File: config.mk
export PLATFORM = sky130hd
export DESIGN_NAME = dma_tx_engine
export DESIGN_NICKNAME = d
export VERILOG_FILES = /design/src/rtl/dma_tx_engine.sv
export SDC_FILE = /design/constraint.sdc
export NUM_CORES = 1
export LEC_CHECK = 0
export CAP_MARGIN = 25
export CORE_ASPECT_RATIO = 0.6
export CORE_UTILIZATION = 49
export DETAILED_ROUTE_END_ITERATION = 10
export PLACE_DENSITY = 0.84
export SETUP_SLACK_MARGIN = 0.15
export SYNTH_ARGS = -nofsm -noshare
export SYNTH_HDL_FRONTEND = slang
export SYNTH_SLANG_ARGS = --single-unit
File: constraint.sdc
create_clock -name Clk -period 2.81 [get_ports Clk]
set_input_delay 0.562 -clock Clk [delete_from_list [all_inputs] [get_ports Clk]]
set_output_delay 0.562 -clock Clk [all_outputs]
set_load 0.05 [all_outputs]
File: src/rtl/dma_tx_engine.sv
// -----------------------------------------------------------------------------
// dma_tx_engine
// Transmit-side DMA. A CPU send command makes the engine request the RAM bus,
// read two bytes (MSB at BASE_ADDR, LSB at BASE_ADDR+1) and release the bus.
// It then hands the bytes, MSB first, to the UART transmitter using a
// Valid_D / Ack_in handshake.
//
// Optional feature, macro DMA_TX_TIMEOUT_EN:
//   With the macro defined, a watchdog counts the cycles in which Valid_D is
//   high and clears on every Ack_in. When the count reaches TIMEOUT_CYCLES the
//   engine drops Valid_D, pulses Tx_err for one cycle and returns to IDLE.
//   Any byte not yet sent is dropped.
//   With the macro undefined there is no counter and Tx_err is tied to 0.
//
// Ports
//   Clk        in   1  system clock, rising edge
//   Rst        in   1  synchronous active-high reset
//   Send_comm  in   1  one-cycle start request from CPU (honoured in IDLE only)
//   Ready      out  1  high only in IDLE
//   Dma_rq     out  1  RAM bus request
//   Dma_ack    in   1  RAM bus grant
//   Address    out  8  RAM read address (meaningful while OE=1, else 0)
//   OE         out  1  RAM read enable
//   Databus    in   8  RAM read data, valid the cycle after OE=1
//   TX_data    out  8  byte presented to the UART
//   Valid_D    out  1  TX_data valid
//   Ack_in     in   1  UART accepted TX_data
//   TX_RDY     in   1  UART idle, able to take a byte
//   Tx_err     out  1  one-cycle watchdog abort pulse
// -----------------------------------------------------------------------------
module dma_tx_engine #(
   parameter logic [7:0] BASE_ADDR      = 8'h04,
   parameter int         TIMEOUT_CYCLES = 1024
) (
   input  logic       Clk,
   input  logic       Rst,
   input  logic       Send_comm,
   output logic       Ready,
   output logic       Dma_rq,
   input  logic       Dma_ack,
   output logic [7:0] Address,
   output logic       OE,
   input  logic [7:0] Databus,
   output logic [7:0] TX_data,
   output logic       Valid_D,
   input  logic       Ack_in,
   input  logic       TX_RDY,
   output logic       Tx_err
);

   typedef enum logic [2:0] {
      S_IDLE,
      S_REQ,
      S_RD_MSB,
      S_RD_LSB,
      S_CAP_LSB,
      S_SEND_MSB,
      S_SEND_LSB
   } state_t;

   localparam logic [7:0] LSB_ADDR = BASE_ADDR + 8'd1;   // wraps 0xFF -> 0x00

   state_t     r_state;
   state_t     w_next;
   logic [7:0] r_msb;
   logic [7:0] r_lsb;
   logic       r_valid;
   logic       w_sending;
   logic       w_ack;
   logic       w_tout;

   assign w_sending = (r_state == S_SEND_MSB) || (r_state == S_SEND_LSB);
   // An Ack_in counts only while the byte is actually being offered.
   assign w_ack     = w_sending && r_valid && Ack_in;

`ifdef DMA_TX_TIMEOUT_EN
   localparam int CW = $clog2(TIMEOUT_CYCLES + 1);

   logic [CW-1:0] r_cnt;
   logic          r_err;

   // r_cnt holds the number of Valid_D cycles already elapsed. The cycle in
   // which it equals TIMEOUT_CYCLES-1 is the last permitted Valid_D cycle.
   assign w_tout = r_valid && !Ack_in && (r_cnt == CW'(TIMEOUT_CYCLES - 1));
   assign Tx_err = r_err;

   always_ff @(posedge Clk) begin
      if (Rst) begin
         r_cnt <= '0;
         r_err <= 1'b0;
      end else begin
         r_err <= w_tout;
         if (!r_valid || Ack_in || w_tout) r_cnt <= '0;
         else                              r_cnt <= r_cnt + 1'b1;
      end
   end
`else
   logic w_unused_tout;

   assign w_unused_tout = (TIMEOUT_CYCLES > 0);
   assign w_tout        = 1'b0;
   assign Tx_err        = 1'b0;
`endif

   // State register
   always_ff @(posedge Clk) begin
      if (Rst) r_state <= S_IDLE;
      else     r_state <= w_next;
   end

   // Next state and state-decoded outputs
   always_comb begin
      w_next  = r_state;
      Ready   = 1'b0;
      Dma_rq  = 1'b0;
      OE      = 1'b0;
      Address = 8'h00;
      TX_data = 8'h00;
      case (r_state)
         S_IDLE: begin
            Ready = 1'b1;
            if (Send_comm) w_next = S_REQ;
         end
         S_REQ: begin
            Dma_rq = 1'b1;
            if (Dma_ack) w_next = S_RD_MSB;
         end
         // Losing the grant during any read step restarts from the MSB.
         S_RD_MSB: begin
            Dma_rq  = 1'b1;
            OE      = 1'b1;
            Address = BASE_ADDR;
            w_next  = Dma_ack ? S_RD_LSB : S_REQ;
         end
         S_RD_LSB: begin
            Dma_rq  = 1'b1;
            OE      = 1'b1;
            Address = LSB_ADDR;
            w_next  = Dma_ack ? S_CAP_LSB : S_REQ;
         end
         S_CAP_LSB: begin
            Dma_rq = 1'b1;
            w_next = Dma_ack ? S_SEND_MSB : S_REQ;
         end
         S_SEND_MSB: begin
            TX_data = r_msb;
            if (w_tout)     w_next = S_IDLE;
            else if (w_ack) w_next = S_SEND_LSB;
         end
         S_SEND_LSB: begin
            TX_data = r_lsb;
            if (w_tout || w_ack) w_next = S_IDLE;
         end
         default: w_next = S_IDLE;
      endcase
   end

   // Byte capture: RAM data lags OE by one cycle.
   always_ff @(posedge Clk) begin
      if (Rst) begin
         r_msb <= 8'h00;
         r_lsb <= 8'h00;
      end else begin
         if (r_state == S_RD_LSB  && Dma_ack) r_msb <= Databus;
         if (r_state == S_CAP_LSB && Dma_ack) r_lsb <= Databus;
      end
   end

   // Valid_D: raised from a sampled TX_RDY=1 and held until accepted. After
   // the MSB ack it falls for at least one cycle before the LSB is offered.
   // Leaving CAP_LSB it is pre-armed so the MSB is valid on SEND_MSB entry.
   always_ff @(posedge Clk) begin
      if (Rst)                                             r_valid <= 1'b0;
      else if (w_ack || w_tout)                            r_valid <= 1'b0;
      else if (r_state == S_CAP_LSB && Dma_ack && TX_RDY)  r_valid <= 1'b1;
      else if (w_sending && !r_valid && TX_RDY)            r_valid <= 1'b1;
   end

   assign Valid_D = r_valid;

endmodule

-- After elaboration in Yosys (flattened, before gate mapping)
Index checks and enable logic that the tools add are counted.
- eq/ne operators: 10
- mux-type cells: 15
- reduce and logical (&&, ||, !) cells: 15
- operators with widths (kind ; number):
    case mux 3 bit (7 select lines) ; 1
    two-way mux 3 bit ; 6
    case mux 8 bit (2 select lines) ; 1
    equality test 3 bit, second input constant ; 3
    inequality test 2 bit, second input constant ; 4
    logical AND 1 bit ; 7
    equality test 3 x 2 -> 1 bit, second input constant ; 2
    case mux 3 bit (2 select lines) ; 1
    two-way mux 1 bit ; 5
    AND reduction 4 bit ; 1
    OR reduction 2 bit ; 2
    OR reduction 4 bit ; 1
    equality test 3 x 1 -> 1 bit, second input constant ; 1
    zero test 3 bit ; 1
    two-way mux 2 bit ; 1
    nonzero test 2 bit ; 1
    zero test 1 bit ; 1
    logical OR 1 bit ; 1
- word-level logic and storage cells: 44
- output and inout bits: 21
- bits in registers: 20
- input port bits: 14

-- Depth between registers and ports, before layout
Gate-level depths: netlist (run 1).
- word-level depth: 6
- mapped depth: 6
- gate-level depth less buffers: 4

-- Worst setup path before layout (run 1)
Ideal clock, no wire load.
- path kind: flip-flop to output port
- from: register r_state[2]
- to: output Ready
- cell stages (with the launch flop): 4
- required time: 2.248 ns
- buffers on the path: 2
- setup slack: 0.503 ns
- data arrival time: 1.745 ns
- cell sequence: dfxtp_1 buf_2 clkbuf_1 nor3_1
- longest elaborated chain between the ends: 2
- ends and longest elaborated chain (what ; line ; RTL):
    from (decl) ; 63 ; state_t r_state;
    from (signal assigned) ; 108 ; else r_state <= w_next;
    zero test 3 bit ; 119 ; case (r_state)
    two-way mux 1 bit ; 119 ;
    to (decl) ; 38 ; output logic Ready,
Every way passes these cells.

-- Worst setup path after layout (run 1)
- from: register r_state[1]
- to: output Address[0]
- longest elaborated chain between the ends: 2
- elaborated cells between the ends (all ways): 3
- classes of those cells: 2 x eq/ne; 1 x mux
- ends and longest elaborated chain (what ; line ; RTL):
    equality test 3 x 2 -> 1 bit ; 119 ;
    case mux 3 bit (2 select lines) * ; 119 ;
    to (decl) ; 41 ; output logic [7:0] Address,
Mark *: on every way between the ends. The rest lies on a longest branch, timed or not.

==> results.tsv, run 1 <==
stage	metric	value	unit
die	core-area	1980	sq um
sta	tightest_slew	531	ps
routing	drc	0	
clock_network	ctsHoldBuffers	0	
final_layout	syn2layout_area_growth	21.8	%
final_layout	fin_nets	174	
routing	first_pass_iters	4	
power	finalPower	0.000706	W
routing	vias_per_cell	5.32	
clock_network	cts_root_buf	clkbuf_8	
place	io_buffer_count	27	
die	die_area	2460	sq um
synthesis	yosys_warnings	0	
flow_run	drv_cap	0	
run_status	status	completed	
final_layout	drive_above_1_share	0.138	
clock_network	clk_pin_slew	70	ps
sta	fin_ws	224	ps
sta	fmaxAchievable	387	MHz
routing	ant_nets	0	
sta	setup-tns-final	0	ps
synthesis	syn_inst	139	
global_routing	grt_pass1_vias	934	
global_routing	grt_use_total	0.239	
clock_network	cts_max_level	1	
final_layout	fill_cells	174	
global_routing	grt_antenna_before_repair	0	
sta	period_needed	2590	ps
power	powerDensity	524	nW/um^2
place	gp_congestion	0.732	
global_routing	grt.overflow.total	0	
die	pin_count	35	
worst_setup_path	cp.arrival	2020	ps
synthesis	yosysUniqueCellTypes	32	
clock_network	cts_setup_buffers	0	
worst_setup_path	path_class	register to primary output	
worst_setup_path	crit_path_end_kind	primary output	
worst_setup_path	start_kind	register	
synthesis	syn_area_per_cell	7.96	sq um
routing	routedWlPerCell	14.4	um
clock_network	cts_num_sinks	20	
worst_hold_path	hp-class	register to register	
worst_setup_path	cp_max_fo	10	
die	die_h	38.8	um
synthesis	synthesis.area	1110	sq um
worst_setup_path	cp.required	2250	ps
routing	drtIter0Drc	60	
routing	num_vias	995	
global_routing	grt_pass1_wl	4210	um
global_routing	grt_max_degree	19	
power	total_leakage_power	0.480	nW
clock_network	cts_buffers	3	
sta	slew_headroom	0.645	
sta	maxSlewViolCount	0	
place	post-place-ws	518	ps
clock_network	cts_resized	0	
synthesis	ys_seq_area_frac	0.362	
die	die_width	63.3	um
die	placementRows	12	
sta	rsz0062_at_grt	false	
clock_network	cts_tree	yes	
sta	hold_viol_final	0	
final_layout	final_core_util	0.680	
clock_network	ctsLongestPathBuffers	2	
final_layout	antenna_cells	0	
sta	setup_violations	0	
place	hpwl	1970	um
synthesis	synth-seq-cells	20	
die	start_util	0.558	
sta	finalCritPeriodShare	0.920	
sta	finClkSkew	1.08	ps
clock_network	clk_latency	260	ps
power	ir_worst_vdd	0.347	mV
routing	drt_wl_total	2700	um
## stage by stage
step | hold slack (ps) | cell area, sq um | instances
floorplan | 436 | 1130 | 145
global placement | 442 | 1290 | 183
detailed placement | 448 | 1290 | 183
CTS | 459 | 1350 | 187
global route | 470 | 1350 | 187
finish | 458 | 1350 | 187
## placed cells by master, fill, tap and decap left out, drive strengths merged, types with 2 or more instances in the layout
cell type      count
o21ai              2
dfxtp             20
nand3              2
a21oi             17
nor2b             11
nor2               3
clkbuf             4
conb               7
a22oi             10
and3               2
clkdlybuf4s50     19
nand2             36
mux2i              2
buf               10
inv                3
## report_power, final
part / leakage [nW] / internal, W / switching, W
sequential: 0.161 / 0.000290 / 0.0000162
combinational: 0.290 / 0.0000658 / 0.000114
clock: 0.0288 / 0.000125 / 0.0000946
total: 0.480 / 0.000480 / 0.000225
## synth_stat cells, drive strengths merged
master	n	area share
mux2	1	0.014
inv	3	0.010
o21ai	2	0.012
mux2i	2	0.018
and3	2	0.011
dfxtp	20	0.36
xnor2	1	0.0079
buf	15	0.11
a21boi	1	0.0068
nor2	3	0.012
nand3	2	0.014
a21oi	17	0.077
o221a	1	0.010
a21o	1	0.0068
clkbuf	4	0.014
nand2	36	0.12
and2b	1	0.0091
o32ai	1	0.015
a22oi	10	0.068
a22o	1	0.0079
conb	1	0.0034
nor3	1	0.0045
a31o	1	0.0079
nor2b	11	0.071
and2	1	0.0057
## registers in the layout (all words and copies together) (netlist names)
name	flops
Valid_D	1
r_lsb	8
r_msb	8
r_state	3
## worst paths after layout
path              cells past startpoint                 endpoint  slack, ps               startpoint
setup / recovery                      3               Address[0]        220  r_state[1]$_SDFFE_PP0P_
hold / removal                        2    r_msb[6]$_SDFFE_PP0N_        460    r_msb[6]$_SDFFE_PP0N_
setup reg to reg                      4  r_state[0]$_SDFFE_PP0P_       1080  r_state[0]$_SDFFE_PP0P_
hold reg to reg                       2    r_msb[6]$_SDFFE_PP0N_        460    r_msb[6]$_SDFFE_PP0N_
## critical path: stages (launching register included)
cell and delay, ps:
dfxtp_1 560, and2b_4 240, and2_1 140, clkdlybuf4s50_1 820
## final cells by class
type                            count  area, sq um  area share
Clock buffer                        4         55.1      0.0409
Inverter                            3         11.3     0.00836
Sequential cell                    20          400       0.297
Tap cell                           28         35.0      0.0260
Timing Repair Buffer               29          265       0.197
Multi-Input combinational cell    103          581       0.431
## kinds of logic after synthesis
group                     after synthesis  share of synthesized area
AOI/OAI and AO/OA                      35                      0.212
other                                   1                    0.00339
buffers and inverters                  22                      0.133
xor gates and xnor gates                1                    0.00792
muxes                                   3                     0.0317
DFF                                    20                      0.362
and+or+nand+nor                        57                      0.250
## metal layers
metal  GRT usage  share of wire
met1       0.276           0.46
met2       0.434           0.46
met3      0.0588          0.052
met4       0.102          0.023
met5           0              0
No activity file was read; power rests on OpenSTA's default activity.
==> inputs of run 2 (changes only) <==
Settings changed: CORE_MARGIN set to 10.
==> run 2 against run 1 <==
Against the previous run: cell area is 0.84% lower; highest routed layer is now met3; critical path depth stayed put; worst setup slack better by 82 ps.
==> results.tsv, run 2 (synthesized netlist as in run 1, its figures left out) <==
stage	metric	value	unit
worst_setup_path	worstPathCellList	and2b_4 > and2_1 > clkdlybuf4s50_1	
final_layout	drive_above_1_share	0.133	
clock_network	cts_buffers	3	
die	core-area	2160	sq um
global_routing	grt_max_degree	19	
die	pin_count	35	
power	p_int	0.000451	W
sta	finClkSkew	4.36	ps
worst_setup_path	cpPeakStageDelay	800	ps
place	hpwl	2000	um
worst_setup_path	cp.arrival	1940	ps
die	die_h	56.8	um
worst_setup_path	crit_path_end_kind	primary output	
worst_setup_path	path_buf_inv	1	
final_layout	fin_nets	174	
final_layout	syn2layout_area_growth	20.8	%
final_layout	antenna_cells	0	
sta	maxSlewViolCount	0	
global_routing	grt.overflow.total	0	
sta	setup_violations	0	
worst_setup_path	slowest_stage	clkdlybuf4s50_1	
final_layout	reg_top3	r_lsb (8), r_msb (8), r_state (3)	
worst_setup_path	reg2reg_from	r_state[0]$_SDFFE_PP0P_	
routing	vias_per_cell	5.14	
flow_run	drv_cap	0	
worst_setup_path	path_class	register to primary output	
worst_setup_path	cp_top_family	buffers and inverters	
power	p_clk_frac	0.271	
worst_setup_path	cp.required	2250	ps
global_routing	grt_antenna_before_repair	0	
run_status	status	completed	
routing	drc	0	
final_layout	final_cell_mix	nand2_1 (36), dfxtp_1 (20), clkdlybuf4s50_1 (19)	
sta	whs	455	ps
place	gp_congestion	0.795	
place	io_buffer_count	27	
global_routing	grt_pass1_vias	913	
routing	first_pass_iters	4	
die	die_width	81.3	um
clock_network	cts_tree	yes	
power	ir_worst_vdd	0.250	mV
clock_network	cts_root_buf	clkbuf_8	
clock_network	cts_num_sinks	20	
sta	setup-tns-final	0	ps
routing	ant_nets	0	
clock_network	cts_resized	0	
global_routing	grt_use_total	0.111	
power	total_leakage_power	0.473	nW
die	placementRows	13	
sta	period_needed	2500	ps
worst_setup_path	cp_max_fo	10	
worst_setup_path	startpoint	r_state[1]$_SDFFE_PP0P_	
sta	finalCritPeriodShare	0.891	
clock_network	clk_pin_slew	70	ps
global_routing	grt_pass1_wl	4220	um
clock_network	ctsLongestPathBuffers	2	
sta	tightest_slew	501	ps
routing	routedWlPerCell	14.2	um
die	die_area	4620	sq um
worst_setup_path	start_kind	register	
power	netSwitchingFraction	0.320	
sta	slew_headroom	0.665	
sta	fmaxAchievable	399	MHz
power	p_seq_frac	0.461	
sta	hold_viol_final	0	
power	p_sw	0.000212	W
die	start_util	0.511	
clock_network	clk_latency	250	ps
clock_network	cts_setup_buffers	0	
worst_hold_path	hp-class	register to register	
power	powerDensity	496	nW/um^2
routing	drt_wl_total	2660	um
worst_hold_path	min_from	r_lsb[2]$_SDFFE_PP0P_	
routing	drtIter0Drc	122	
clock_network	ctsHoldBuffers	0	
routing	num_vias	967	
clock_network	cts_max_level	1	
power	comb_power_share	0.267	
sta	rsz0062_at_grt	false	
final_layout	mostFrequentLayoutCell	nand2_1	
## run 2: cell types whose count changed in the layout (fill, tap and decap cells not counted), sizes merged
cell	before	now
clkbuf	4	3
## run 2: power by group through the flow
stage | Combinational, W | Sequential [W] | Clock, W
after floorplan | 0.000161 | 0.000300 | 0
after CTS | 0.000177 | 0.000305 | 0.000186
after detailed placement | 0.000176 | 0.000312 | 0
final | 0.000177 | 0.000306 | 0.000180
after global placement | 0.000175 | 0.000311 | 0
after global routing | 0.000188 | 0.000308 | 0.000198
## run 2: final timing paths
| kind | endpoint | slack [ps] | depth (start not counted) |
|---|---|---|---|
| worst max-delay path | Address[0] | 310 | 3 |
| worst min-delay path | r_lsb[2]$_SDFFE_PP0P_ | 450 | 2 |
| worst max register to register | r_state[0]$_SDFFE_PP0P_ | 1130 | 4 |
| worst min register to register | r_lsb[2]$_SDFFE_PP0P_ | 450 | 2 |
## run 2: per-stage QoR
step                      cell area, sq um  instances  worst slack (ps)  total power (W)   util
after floorplan                       1130        145               503         0.000460      -
after global placement                1290        185               612         0.000486  0.599
after detailed placement              1290        185               582         0.000488  0.599
after CTS                             1340        188               301         0.000669  0.618
after global routing                  1340        188               216         0.000693  0.618
final                                 1340        188               306         0.000663  0.618
## run 2: final cells by class
| cell class | count | area [sq um] |
|---|---|---|
| Fill cell | 188 | 827 |
| Multi-Input combinational cell | 103 | 581 |
| Sequential cell | 20 | 400 |
| Timing Repair Buffer | 29 | 265 |
| Clock buffer | 3 | 41.3 |
| Tap cell | 30 | 37.5 |
| Inverter | 3 | 11.3 |
## run 2: worst min-delay path, stage by stage (launching register included)
cell and delay (ps):
dfxtp_1 310, nand2_1 50, a21oi_1 50
## run 2: routing by layer
metal  track usage  part of all wire
met1         0.140              0.42
met4       0.00983                 0
met5             0                 0
met3        0.0508              0.11
met2         0.173              0.47
